==> src/rtl/trace_pkg.sv <==
// rtl/trace_pkg.sv - shared types and constants for the instruction trace buffer
package trace_pkg;

  localparam int TRACE_XLEN = 32;

  localparam logic TRACE_FILL_ONCE = 1'b0;
  localparam logic TRACE_CIRCULAR  = 1'b1;

  typedef enum logic [1:0] {
    IDLE   = 2'd0,
    ARMED  = 2'd1,
    POST   = 2'd2,
    FROZEN = 2'd3
  } trace_state_t;

  typedef struct packed {
    logic [TRACE_XLEN-1:0] pc;
    logic [31:0]           instr;
    logic [4:0]            rd_sel;
    logic [TRACE_XLEN-1:0] rd_data;
  } trace_rec_t;

  function automatic int rec_w(input int xlen);
    return 2 * xlen + 37;
  endfunction

  localparam int REC_W = rec_w(TRACE_XLEN);

endpackage

==> src/rtl/trace_ram.sv <==
// rtl/trace_ram.sv - trace record storage: one synchronous write port, one asynchronous read port
module trace_ram #(
  parameter int W     = 101,
  parameter int DEPTH = 16,
  localparam int AW   = $clog2(DEPTH)
) (
  input  logic          clk,
  input  logic          we,
  input  logic [AW-1:0] waddr,
  input  logic [W-1:0]  wdata,
  input  logic [AW-1:0] raddr,
  output logic [W-1:0]  rdata
);

  logic [W-1:0] mem [DEPTH];

  always_ff @(posedge clk) begin
    if (we) mem[waddr] <= wdata;
  end

  assign rdata = mem[raddr];

endmodule

==> src/rtl/instr_trace_buffer.sv <==
// rtl/instr_trace_buffer.sv - retired-instruction trace capture with fill-once and PC-triggered modes
module instr_trace_buffer
  import trace_pkg::*;
#(
  parameter int XLEN      = 32,
  parameter int DEPTH     = 16,
  parameter int POST_TRIG = 4,
  localparam int AW       = $clog2(DEPTH),
  localparam int CW       = AW + 1
) (
  input  logic            clk,
  input  logic            rst_n,
  input  logic            arm,
  input  logic            mode,
  input  logic            trig_pc_en,
  input  logic [XLEN-1:0] trig_pc,
  input  logic            ret_valid,
  input  logic [XLEN-1:0] ret_pc,
  input  logic [31:0]     ret_instr,
  input  logic [4:0]      ret_rd_sel,
  input  logic [XLEN-1:0] ret_rd_data,
  input  logic            rd_ready,
  output logic            rd_valid,
  output logic [XLEN-1:0] rd_pc,
  output logic [31:0]     rd_instr,
  output logic [4:0]      rd_rd_sel,
  output logic [XLEN-1:0] rd_rd_data,
  output logic [CW-1:0]   count,
  output logic [1:0]      state,
  output logic            triggered,
  output logic            wrapped
);

  localparam int RW = rec_w(XLEN);

  trace_state_t  state_q, state_d;
  logic          mode_q;
  logic [AW-1:0] wr_ptr, rd_ptr;
  logic [CW-1:0] post_cnt;
  logic          wr_en, trig_hit, pop, ring_full;
  logic [RW-1:0] wdata, rdata;

  assign ring_full = (count == CW'(DEPTH));
  assign wr_en     = !arm && ret_valid && (state_q == ARMED || state_q == POST);
  assign trig_hit  = !arm && ret_valid && trig_pc_en && (ret_pc == trig_pc)
                   && state_q == ARMED && mode_q == TRACE_CIRCULAR;
  assign rd_valid  = (state_q == FROZEN) && (count != '0);
  assign pop       = !arm && rd_valid && rd_ready;

  always_ff @(posedge clk or negedge rst_n) begin
    if (!rst_n) state_q <= IDLE;
    else        state_q <= state_d;
  end

  always_comb begin
    state_d = state_q;
    if (arm) begin
      state_d = ARMED;
    end else begin
      case (state_q)
        ARMED: begin
          if (ret_valid && mode_q == TRACE_FILL_ONCE) begin
            if (count == CW'(DEPTH - 1)) state_d = FROZEN;
          end else if (trig_hit) begin
            state_d = (POST_TRIG == 0) ? FROZEN : POST;
          end
        end
        POST: begin
          if (ret_valid && post_cnt == CW'(1)) state_d = FROZEN;
        end
        default: ;
      endcase
    end
  end

  // In circular mode a full ring drops its oldest record to make room.
  always_ff @(posedge clk or negedge rst_n) begin
    if (!rst_n) begin
      mode_q    <= TRACE_FILL_ONCE;
      wr_ptr    <= '0;
      rd_ptr    <= '0;
      count     <= '0;
      post_cnt  <= '0;
      triggered <= 1'b0;
      wrapped   <= 1'b0;
    end else if (arm) begin
      mode_q    <= mode;
      wr_ptr    <= '0;
      rd_ptr    <= '0;
      count     <= '0;
      post_cnt  <= '0;
      triggered <= 1'b0;
      wrapped   <= 1'b0;
    end else begin
      if (wr_en) begin
        wr_ptr <= wr_ptr + 1'b1;
        if (mode_q == TRACE_CIRCULAR && ring_full) begin
          rd_ptr  <= rd_ptr + 1'b1;
          wrapped <= 1'b1;
        end else begin
          count <= count + 1'b1;
        end
      end
      if (trig_hit) begin
        triggered <= 1'b1;
        post_cnt  <= CW'(POST_TRIG);
      end else if (wr_en && state_q == POST) begin
        post_cnt <= post_cnt - 1'b1;
      end
      if (pop) begin
        rd_ptr <= rd_ptr + 1'b1;
        count  <= count - 1'b1;
      end
    end
  end

  assign wdata = {ret_pc, ret_instr, ret_rd_sel, ret_rd_data};

  trace_ram #(.W(RW), .DEPTH(DEPTH)) u_ram (
    .clk   (clk),
    .we    (wr_en),
    .waddr (wr_ptr),
    .wdata (wdata),
    .raddr (rd_ptr),
    .rdata (rdata)
  );

  // Record fields are forced to zero when nothing is presented, so uninitialised RAM never shows.
  assign rd_pc      = rd_valid ? rdata[RW-1 -: XLEN]        : '0;
  assign rd_instr   = rd_valid ? rdata[XLEN+36 -: 32]       : '0;
  assign rd_rd_sel  = rd_valid ? rdata[XLEN+4 -: 5]         : '0;
  assign rd_rd_data = rd_valid ? rdata[XLEN-1:0]            : '0;
  assign state      = state_q;

endmodule

==> config.mk <==
export PLATFORM = sky130hd
export DESIGN_NAME = instr_trace_buffer
export DESIGN_NICKNAME = d
export VERILOG_FILES = /design/src/rtl/trace_pkg.sv /design/src/rtl/trace_ram.sv /design/src/rtl/instr_trace_buffer.sv
export SDC_FILE = /design/constraint.sdc
export NUM_CORES = 1
export LEC_CHECK = 0
export CAP_MARGIN = 10
export CORE_UTILIZATION = 35
export DETAILED_ROUTE_END_ITERATION = 16
export GPL_TIMING_DRIVEN = 0
export HOLD_SLACK_MARGIN = 0.02
export PLACE_DENSITY = 0.59
export SLEW_MARGIN = 5
export SYNTH_ARGS = -nofsm -noshare
export SYNTH_HDL_FRONTEND = slang
export SYNTH_SLANG_ARGS = --single-unit
==> constraint.sdc <==
create_clock -name clk -period 4 [get_ports clk]
set_clock_uncertainty 0.1 [all_clocks]
set_input_delay 0.6 -clock clk [delete_from_list [all_inputs] [get_ports clk]]
set_output_delay 0.6 -clock clk [all_outputs]
set_load 0.01 [all_outputs]
==> metrics <==
result of the run complete, but fails checks; violated checks negative setup slack; width of the die 427 um; type of element launching the critical path register; Synthesized Nets 2,725; number of maximum-capacitance violations 0; Core ar. 179,000 um2; total power after layout 35,200 uW; post-synthesis to final-layout area growth 22.9%; worst-path cell with the longest stage delay sky130_fd_sc_hd__mux4_2; pin count of the biggest net entering global routing 41; final worst slack -0.147 ns; clock tree from TritonCTS yes; Switching Fraction 20.6%; internal portion of total power 27,900 uW; GRT Overall Usage 17.6%; Worst EP arrival 3.45 ns; buffer type at the clock tree root sky130_fd_sc_hd__clkbuf_16; total clock buffers created by CTS 159; Clock Latency Late Sink 0.78 ns; clock tree sinks 1,639; I/O Pins 251; remaining routing DRC violations 0; transition at the pin with the smallest max-transition slack 1.17 ns; Setup TNS Final -2.02 ns; relative slew slack 22.0%; sequence of cells on the critical path clkbuf_16 -> clkbuf_16 -> buf_8 -> buf_16 -> buf_12 -> buf_4 -> mux4_2 -> mux4_2 -> and2_1 -> buf_2; number of global-route vias before repair 30,452; Yosys reg bits 1,639; max-slew violation total from the final report 0; H-tree depth 4; clock buffer depth 3; highest clock rate 0.241 GHz; Leak Pwr 0.0245 uW; post-synthesis cell area 63,100 um2; share of the core filled with cells in the final layout 43.4%; RSZ-0062 raised after global routing true; worst IR drop on VDD 0.348 mV; Post-synth ARST share 1.40%; post-layout min period 4.15 ns; placement row count 155; worst reg2reg startpoint state[0]; number of optimization iterations in the first detailed-route pass 5; ratio of total power to cell area 453 nW/um2; Congestion Overflow GR 0; total of buffers placed on input and output ports 250; share of the yosys chip area belonging to registers 77.8%; Mapped Avg Cell Area 24.6 um2; sequential cell fraction of total power 54.2%; endpoint kind of the worst setup timing path output pin; HP Class in -> async; Syn. warnings 0; kind of critical path reg -> out; Worst EP required 3.30 ns; detailed-route vias per instance 5.20; routed length per instance 28.8 um; Design Area, Final 77,600 um2; crit path from rd_ptr[0]; largest stage delay on the critical path 0.53 ns; predominant post-synthesis flop cell sky130_fd_sc_hd__edfxtp_1; Initial Utilization 35.3%; Clk network pwr share 40.0%; instance area at placement 69,600 um2; library cells used by synthesis 40; count of endpoints failing setup in the final report 40; final critical-path share of the clock period 104%; initial DRC count 2,837; post-synthesis instance total 2,571; die area 182,000 um2; total number of vias 29,472; hold slack 0.320 ns; initial antenna violation count 22; Die Span Y 427 um; clock-pin slew on the worst setup and hold paths 0.06 ns; fraction of layout cells with a size suffix above 1 35.7%; number of enable flip-flop cells after synthesis 1,616; first-pass GRT wire length 225 mm; HPWL after detailed placement 95.3 mm; Comb pwr share 5.8%; final RePlAce weighted congestion 0.753; number of nets still failing antenna checks after routing 0; Final Hold Viols 0; total wire length after detailed routing 163 mm; power dissipated by switching net loads 7240 uW; final net count 3,341; largest fanout on the critical path 9
## per-stage QoR
| stage | instances | worst slack (ns) |
|---|---|---|
| finish | 5669 | -0.147 |
| floorplan | 2571 | 0.757 |
| detailed placement | 5215 | -0.957 |
| CTS | 5512 | -0.360 |
| global placement | 5176 | -1.64 |
| global route | 5667 | -0.226 |
## critical path, delay by kind of cell (launching register included)
kind	cells	cell delay, ns
simple gates	1	0.18
mux	2	1.02
flops	1	0.47
buf+inv	7	1.00
## per-layer routing
layer | vias up | GRT usage, % | part of all wire, %
li1 | 12301 | - | -
met1 | 16056 | 22.4 | 40
met2 | 878 | 30.5 | 52
met3 | 213 | 3.78 | 5.9
met4 | 24 | 4.57 | 2.1
met5 | - | 0 | 0.088
## power groups by stage
stage | sequential (uW) | clock, uW | combinational (uW)
after floorplan | 19400 | 0 | 807
after global placement | 19500 | 0 | 1640
after detailed placement | 19400 | 0 | 1700
after CTS | 19100 | 14300 | 1800
after global routing | 19100 | 14900 | 2180
final | 19100 | 14100 | 2040
## cell families (layout without fill, tap and decap cells)
| family | after synthesis | in the layout | synth area share [%] |
|---|---|---|---|
| buf+inv | 140 | 880 | 1.18 |
| mux | 505 | 505 | 18.0 |
| compound gates | 29 | 29 | 0.299 |
| flops | 1639 | 1639 | 77.8 |
| simple gates | 200 | 200 | 1.85 |
| other cells | 0 | 3 | 0 |
| fa+ha+maj | 14 | 14 | 0.289 |
| xor+xnor | 44 | 44 | 0.610 |
## layout make-up
cell class	count	area, um2
plain buffers	123	1660
well taps	2355	2950
fillers	15136	101000
clock inverters	82	548
inverters	14	52.6
repair buffers	458	5500
multi-input cells	792	13500
clock buffers	203	4250
flip-flops and latches	1639	49100
diodes	3	7.51
## cells in the mapped netlist, types with 3 or more instances
library cell | n | share of area, %
sky130_fd_sc_hd__a211oi_1 | 3 | 0.036
sky130_fd_sc_hd__a21oi_1 | 11 | 0.087
sky130_fd_sc_hd__and2_1 | 119 | 1.2
sky130_fd_sc_hd__and3_1 | 3 | 0.030
sky130_fd_sc_hd__buf_1 | 4 | 0.024
sky130_fd_sc_hd__buf_2 | 18 | 0.14
sky130_fd_sc_hd__buf_4 | 21 | 0.25
sky130_fd_sc_hd__buf_6 | 16 | 0.29
sky130_fd_sc_hd__clkbuf_1 | 67 | 0.40
sky130_fd_sc_hd__dfrtp_1 | 23 | 0.91
sky130_fd_sc_hd__edfxtp_1 | 1616 | 77
sky130_fd_sc_hd__ha_1 | 13 | 0.26
sky130_fd_sc_hd__inv_1 | 14 | 0.083
sky130_fd_sc_hd__mux4_2 | 505 | 18
sky130_fd_sc_hd__nand2_1 | 15 | 0.089
sky130_fd_sc_hd__nand2b_1 | 3 | 0.030
sky130_fd_sc_hd__nand3_1 | 6 | 0.048
sky130_fd_sc_hd__nand4_1 | 14 | 0.14
sky130_fd_sc_hd__nor2_1 | 21 | 0.12
sky130_fd_sc_hd__nor3_1 | 5 | 0.040
sky130_fd_sc_hd__nor4_1 | 4 | 0.040
sky130_fd_sc_hd__o21ai_0 | 4 | 0.032
sky130_fd_sc_hd__xnor2_1 | 37 | 0.51
sky130_fd_sc_hd__xor2_1 | 7 | 0.097
## cell usage in the layout, fill, tap and decap left out, types with 14 or more instances in the layout
| cell | count |
|---|---|
| sky130_fd_sc_hd__edfxtp_1 | 1616 |
| sky130_fd_sc_hd__mux4_2 | 505 |
| sky130_fd_sc_hd__clkbuf_16 | 180 |
| sky130_fd_sc_hd__clkdlybuf4s50_1 | 148 |
| sky130_fd_sc_hd__and2_4 | 84 |
| sky130_fd_sc_hd__buf_4 | 83 |
| sky130_fd_sc_hd__buf_6 | 73 |
| sky130_fd_sc_hd__buf_16 | 61 |
| sky130_fd_sc_hd__clkbuf_2 | 54 |
| sky130_fd_sc_hd__clkbuf_1 | 53 |
| sky130_fd_sc_hd__clkinv_1 | 50 |
| sky130_fd_sc_hd__buf_12 | 38 |
| sky130_fd_sc_hd__xnor2_1 | 37 |
| sky130_fd_sc_hd__and2_1 | 35 |
| sky130_fd_sc_hd__dlymetal6s2s_1 | 26 |
| sky130_fd_sc_hd__nor2_1 | 21 |
| sky130_fd_sc_hd__dfrtp_1 | 21 |
| sky130_fd_sc_hd__buf_8 | 21 |
| sky130_fd_sc_hd__clkinv_2 | 18 |
| sky130_fd_sc_hd__clkbuf_4 | 17 |
| sky130_fd_sc_hd__clkbuf_8 | 16 |
| sky130_fd_sc_hd__nand2_1 | 15 |
| sky130_fd_sc_hd__inv_1 | 14 |
| sky130_fd_sc_hd__nand4_1 | 14 |
## flip-flops by register name, summed over array words and instances, names as in the netlist
register and cells:
u_ram.mem 1616, count 5, post_cnt 5, rd_ptr 4, wr_ptr 4, state 2
mode_q 1, triggered 1, wrapped 1
## what timing repair did
| action | 4_1_cts | 5_1_grt |
|---|---|---|
| buffers inserted | 9 | 144 |
| resized for setup | 363 | 381 |
| hold endpoints to repair | 23 | 0 |
| setup endpoints to repair | 101 | 92 |
| pin swaps | 0 | 12 |
| gates cloned | 2 | 16 |
| hold buffers | 1 | 0 |
## worst paths after layout
kind / end / slack [ns] / depth (start not counted)
worst max register to register: u_ram.mem[3][65] / 0.45 / 7
worst min register to register: triggered / 0.42 / 1
min in group clk: mode_q / 0.33 / 2
worst min-delay path: wr_ptr[1] / 0.32 / 2
worst max-delay path: rd_rd_data[11] / -0.15 / 10
max in group asynchronous: rd_ptr[0] / 3.00 / 2
No activity file was read; power rests on OpenSTA's default activity.
==> variant 1 (same settings) <==
Register the output `count` once more, without a reset; this adds one clock of latency there. The other outputs are not delayed to match.
--- a/src/rtl/instr_trace_buffer.sv
+++ b/src/rtl/instr_trace_buffer.sv
@@ -35,2 +35,4 @@
 
+  logic [CW-1:0] count_s0;
+
   trace_state_t  state_q, state_d;
@@ -42,3 +44,3 @@
 
-  assign ring_full = (count == CW'(DEPTH));
+  assign ring_full = (count_s0 == CW'(DEPTH));
   assign wr_en     = !arm && ret_valid && (state_q == ARMED || state_q == POST);
@@ -46,3 +48,3 @@
                    && state_q == ARMED && mode_q == TRACE_CIRCULAR;
-  assign rd_valid  = (state_q == FROZEN) && (count != '0);
+  assign rd_valid  = (state_q == FROZEN) && (count_s0 != '0);
   assign pop       = !arm && rd_valid && rd_ready;
@@ -62,3 +64,3 @@
           if (ret_valid && mode_q == TRACE_FILL_ONCE) begin
-            if (count == CW'(DEPTH - 1)) state_d = FROZEN;
+            if (count_s0 == CW'(DEPTH - 1)) state_d = FROZEN;
           end else if (trig_hit) begin
@@ -81,3 +83,3 @@
       rd_ptr    <= '0;
-      count     <= '0;
+      count_s0  <= '0;
       post_cnt  <= '0;
@@ -89,3 +91,3 @@
       rd_ptr    <= '0;
-      count     <= '0;
+      count_s0  <= '0;
       post_cnt  <= '0;
@@ -100,3 +102,3 @@
         end else begin
-          count <= count + 1'b1;
+          count_s0 <= count_s0 + 1'b1;
         end
@@ -111,3 +113,3 @@
         rd_ptr <= rd_ptr + 1'b1;
-        count  <= count - 1'b1;
+        count_s0 <= count_s0 - 1'b1;
       end
@@ -134,2 +136,6 @@
 
+  always_ff @(posedge clk) begin
+    count <= count_s0;
+  end
+
 endmodule
Function: changed (Yosys sat finds a counterexample within 4 cycles, from zero or initial values and one cycle with rst_n low).
==> variant 1 against the unedited design <==
  * Count of clock-buffer cells in the layout shrank 3
  * Design area grew 1.0%
  * Synthesized cell count grew 0.54%
  * Register-to-register slack lost 0.20 ns
  * Synthesized area grew 0.19%
  * Sequential cell count grew 5
  * Maximum frequency grew 4.4%
  * Sequential share of layout area shrank 0.53 points
  * Worst setup slack gained 0.18 ns
  * Sequential power is essentially flat
  * Cell count grew 0.14%
  * Power grew 2.5%
  * Wire length grew 4.2%
  * Critical path type unchanged
==> variant 1: results (changes against the unedited design) <==
The run gives 29800 (was 29500) as the detailed-route via count. Arrival time at the worst endpoint: 3.27 ns (was 3.45 ns). The all-layer global routing usage was 0.187 (was 0.176); the largest stage delay on the critical path was 0.51 ns (was 0.53 ns). The routed length on met3 was 8.79 mm (was 9.55 mm). The flow ran to the end, and the final reports show no timing, DRC or antenna violations. The tools report the worst setup path startpoint as rd_ptr[0]$_DFFE_PN0P_ (unchanged). The setup slack of the most critical reg-to-reg path is 0.25 ns (was 0.45 ns). For the number of DRC markers in iteration 0, the log shows 3103 (was 2837).

The number of global-route vias before repair is 31300 (was 30500), and the worst reg-to-reg path cell count is 9 (was 7). For the largest net degree at the start of global routing, the log shows 40 (was 41). The run gives 0.778 (about the same) as the sequential-to-total area share from yosys stat. Endpoint of the most critical register-to-register path: u_ram.mem[2][35]$_DFFE_PP_ (was u_ram.mem[3][65]$_DFFE_PP_).

The logs give 106 (was 9) for the number of post-CTS setup repair buffers and 69900 sq um (was 69600 sq um) for the instance area after placement. The run gives 86.3 mm (was 84.1 mm) as the sum of met2 wire segment lengths after detailed routing. The logs give 3335 (was 3341) for the number of nets in the final layout and 166 (was 159) for the number of clock buffers inserted by TritonCTS. The pin slew with the least headroom to its limit is 1.11 ns (was 1.17 ns).

Hold path depth: 3. The number of gates resized after cts was 883 (was 363); the net count of the mapped netlist was 2737 (was 2725). The share of post-route cells with drive strength above 1 was 0.363 (was 0.357); the weighted congestion reported at the end of routability-driven placement was 0.727 (was 0.753). The global-route track usage on met1 was 0.246 (was 0.224); the proportion of register bits with asynchronous set or reset after synthesis was 0.0140 (about the same).

The number of enable-type register cells in the synthesized netlist is 1616 (unchanged), and the maximum fanout count along the critical path is 8 (was 9). The time the worst path needs with I/O delays and setup is 3.97 ns (was 4.15 ns), and the wire length of the first global-routing pass is 237 mm (was 225 mm). The tools report the timing endpoint of the critical path as rd_pc[4] (was rd_rd_data[11]). The tools report the number of antenna violations at the first check in global routing as 25 (was 22).

The run gives 24.4 nW (was 24.5 nW) as the standby leakage power. The final HPWL from detailed placement was 97.1 mm (was 95.3 mm); the final worst hold slack was 0.259 ns (was 0.320 ns). Synth top area cells: sky130_fd_sc_hd__edfxtp_1 77%, sky130_fd_sc_hd__mux4_2 18%, sky130_fd_sc_hd__nor2b_1 1.1% (was sky130_fd_sc_hd__edfxtp_1 77%, sky130_fd_sc_hd__mux4_2 18%, sky130_fd_sc_hd__and2_1 1.2%). The average routed wire per standard cell is 29.9 microns (was 28.8 microns).

The met1 routed wirelength after detailed routing was 70.6 mm (was 65.8 mm). The tools report the met3 capacity usage during global routing as 0.0372 (was 0.0378). The type of the worst min-delay path is input pin to register (was input pin to asynchronous set/reset pin).

The logs give 0.000398 V (was 0.000348 V) for the maximum VDD drop and 0.315 (was 0.305) for the met2 track utilization from global routing. Top cells by count, synth: 1616 x sky130_fd_sc_hd__edfxtp_1, 505 x sky130_fd_sc_hd__mux4_2, 107 x sky130_fd_sc_hd__nor2b_1 (was 1616 x sky130_fd_sc_hd__edfxtp_1, 505 x sky130_fd_sc_hd__mux4_2, 119 x sky130_fd_sc_hd__and2_1).
[variant 1: cell types whose count changed after synthesis, sizes merged, moves of 3 or more]
| cell | delta |
|---|---|
| buf | +5 |
| nor2b | +105 |
| nor2 | -3 |
| nor4 | +5 |
| dfxtp | +5 |
| nand4 | -8 |
| xor2 | +13 |
| nor4b | +3 |
| xnor2 | -15 |
| a21oi | -4 |
| nor3 | +7 |
| and2 | -103 |
[variant 1: metrics by stage]
| step | instances | TNS, ns |
|---|---|---|
| CTS | 5667 | -5.32 |
| floorplan | 2585 | 0 |
| finish | 5677 | 0 |
| detailed placement | 5239 | -129.79 |
| global placement | 5190 | -3132.36 |
| global route | 5676 | -0.235 |
[variant 1: cells by family after synthesis]
| group | Yosys count | share of synthesized area |
|---|---|---|
| compound gates | 26 | 0.00299 |
| xor+xnor | 42 | 0.00581 |
| fa+ha+maj | 12 | 0.00237 |
| buf+inv | 145 | 0.0114 |
| flops | 1644 | 0.778 |
| mux | 506 | 0.180 |
| simple gates | 210 | 0.0198 |
[variant 1: where the power goes]
group,internal (W),total [W],switching [W]
logic,0.000845,0.00179,0.000944
clock network,0.00865,0.0151,0.00648
registers,0.0191,0.0191,0.0000432
total,0.0286,0.0360,0.00746
[variant 1: final cells by class]
cell class | instances | area, sq um
flip-flops and latches | 1644 | 49200
multi-input cells | 797 | 13800
plain buffers | 126 | 1720
repair buffers | 432 | 5410
diodes | 4 | 10.0
fillers | 15000 | 101000
clock inverters | 103 | 916
inverters | 16 | 60.1
well taps | 2355 | 2950
clock buffers | 200 | 4350
[variant 1: worst max-delay path: cells and delay by family, from the launching register on]
family,cells,cell delay (ns)
buf+inv,6,0.91
flops,1,0.39
mux,2,0.99
simple gates,1,0.17
==> variant 2 (same flow settings) <==
Made on the original files. Change the parameter `XLEN` from 32 to 16.
--- a/src/rtl/instr_trace_buffer.sv
+++ b/src/rtl/instr_trace_buffer.sv
@@ -4,3 +4,3 @@
 #(
-  parameter int XLEN      = 32,
+  parameter int XLEN      = 16,
   parameter int DEPTH     = 16,
Ports: changed (5 resized); port bits go from 251 to 171. The function was not compared with the original's and may differ.
==> variant 2 against the unedited design <==
  * Synthesized area down 31%
  * Design area down 33%
  * Wire length down 34%
  * Sequential cell count down 512
  * Global-route usage down 0.46 points
  * Highest routed layer unchanged
  * Largest cell class unchanged
  * Worst setup slack better by 0.22 ns
  * Power down 30%
  * Critical path depth down 2
==> variant 2: results (changes against the unedited design) <==
The tools report the area of all placed cells without fillers as 52100 sq um (was 77600 sq um). The count of fill cells added during filler insertion was 10500 (was 15100). The number of levels the H-tree was split into was 3 (was 4); the all-layer global routing usage was 0.171 (was 0.176). The maximum fanout count along the critical path came out at 10 (was 9). The routed length on met3 is 6.31 mm (was 9.55 mm). The arrival time at the worst endpoint was 3.23 ns (was 3.45 ns); the quantity of I/O buffers inserted on ports was 170 (was 250).

The standby leakage power is 16.1 nW (was 24.5 nW), and the count of unique library cells instantiated by Yosys is 45 (was 40). For the final HPWL from detailed placement, the log shows 63.4 mm (was 95.3 mm). The met1 routed wirelength after detailed routing came out at 43.3 mm (was 65.8 mm). Top cells by count, synth: 1104 x sky130_fd_sc_hd__edfxtp_1, 345 x sky130_fd_sc_hd__mux4_2, 73 x sky130_fd_sc_hd__nor2b_1 (was 1616 x sky130_fd_sc_hd__edfxtp_1, 505 x sky130_fd_sc_hd__mux4_2, 119 x sky130_fd_sc_hd__and2_1). For the wire length of the first global-routing pass, the log shows 153 mm (was 225 mm).

Instance area after placement: 47900 sq um (was 69600 sq um). The number of enable-type register cells in the synthesized netlist is 1104 (was 1616), and the number of antenna violations at the first check in global routing is 16 (was 22). The number of clock buffers inserted by TritonCTS was 109 (was 159); the net switching share of the total power was 0.206 (about the same).

Top Registers: u_ram.mem (1104), count (5), post_cnt (5) (was u_ram.mem (1616), count (5), post_cnt (5)). The detailed-route via count is 19900 (was 29500). The clock network latency to the later pin of the worst-skew pair is 0.69 ns (was 0.78 ns), and the weighted congestion reported at the end of routability-driven placement is 0.750 (was 0.753). The pin slew with the least headroom to its limit works out to 1.12 ns (was 1.17 ns). Post-synthesis area per instance: 24.2 sq um (was 24.6 sq um).

The run gives 42 (was 41) as the largest net degree at the start of global routing. The flow ran to the end, and the final reports show no timing, DRC or antenna violations. The proportion of register bits with asynchronous set or reset after synthesis was 0.0204 (was 0.0140). The tools report the sequential-to-total area share from yosys stat as 0.775 (was 0.778).

The share of post-route cells with drive strength above 1 is 0.293 (was 0.357), and the number of global-route vias before repair is 21200 (was 30500). The count of hold buffers inserted by post-cts repair was 0 (was 1); the net count of the mapped netlist was 1905 (was 2725). The run gives 0.000360 V (was 0.000348 V) as the maximum VDD drop.
## variant 2: path summary, 6_finish.rpt
path	slack [ns]	cells after the start	to
setup / recovery	0.07	8	rd_instr[26]
hold / removal	0.41	1	triggered$_DFFE_PN0P_
setup reg to reg	0.59	6	u_ram.mem[4][37]$_DFFE_PP_
hold reg to reg	0.43	2	wrapped$_DFFE_PN0P_
max in group asynchronous	2.64	1	rd_ptr[3]$_DFFE_PN0P_
min in group clk	0.43	2	mode_q$_DFFE_PN0P_
## variant 2: logic make-up (layout without fill, tap and decap cells)
kind of cell | count (synthesis) | count (layout) | synth area share
AOI/OAI and AO/OA | 22 | 22 | 0.00342
xor gates and xnor gates | 27 | 27 | 0.00543
adders and majority gates | 14 | 14 | 0.00420
buffers and inverters | 102 | 503 | 0.0116
DFF | 1127 | 1127 | 0.775
muxes | 352 | 352 | 0.180
other | 0 | 3 | 0
and+or+nand+nor | 155 | 155 | 0.0207
## variant 2: per-layer routing
metal,track usage,vias up
li1,-,8323
met1,0.219,10800
met2,0.299,568
met3,0.0323,161
met4,0.0460,18
met5,0,-
## variant 2: repair_timing
item / 4_1_cts / 5_1_grt
setup endpoints to repair: 70 / 18
gates cloned: 1 / 0
setup buffers: 8 / 0
gates resized for setup: 280 / 19
## variant 2: stage by stage
stage               TNS [ns]  power, W  worst slack (ns)  hold slack (ns)
detailed placement    -37.70    0.0146            -0.652            0.434
global route        -0.00140    0.0252          -0.00111            0.423
finish                     0    0.0245            0.0733            0.410
floorplan                  0    0.0140             0.224            0.204
CTS                  -0.0798    0.0247           -0.0635            0.386
global placement    -2710.62    0.0146             -2.58            0.415
## variant 2: power by group through the flow
stage | clock network (W) | registers (W) | logic, W
2_1_floorplan | 0 | 0.0134 | 0.000642
3_3_place_gp | 0 | 0.0134 | 0.00121
3_5_place_dp | 0 | 0.0134 | 0.00127
4_1_cts | 0.0102 | 0.0131 | 0.00132
5_1_grt | 0.0107 | 0.0131 | 0.00139
6_report | 0.0101 | 0.0131 | 0.00129
## variant 2: layout make-up
class,count,share of cell area
Timing Repair Buffer,204,0.0447
Inverter,13,0.000937
Clock buffer,139,0.0560
Tap cell,1637,0.0393
Antenna cell,3,0.000144
Sequential cell,1127,0.648
Clock inverter,60,0.0112
Multi-Input combinational cell,570,0.180
Buffer,87,0.0195
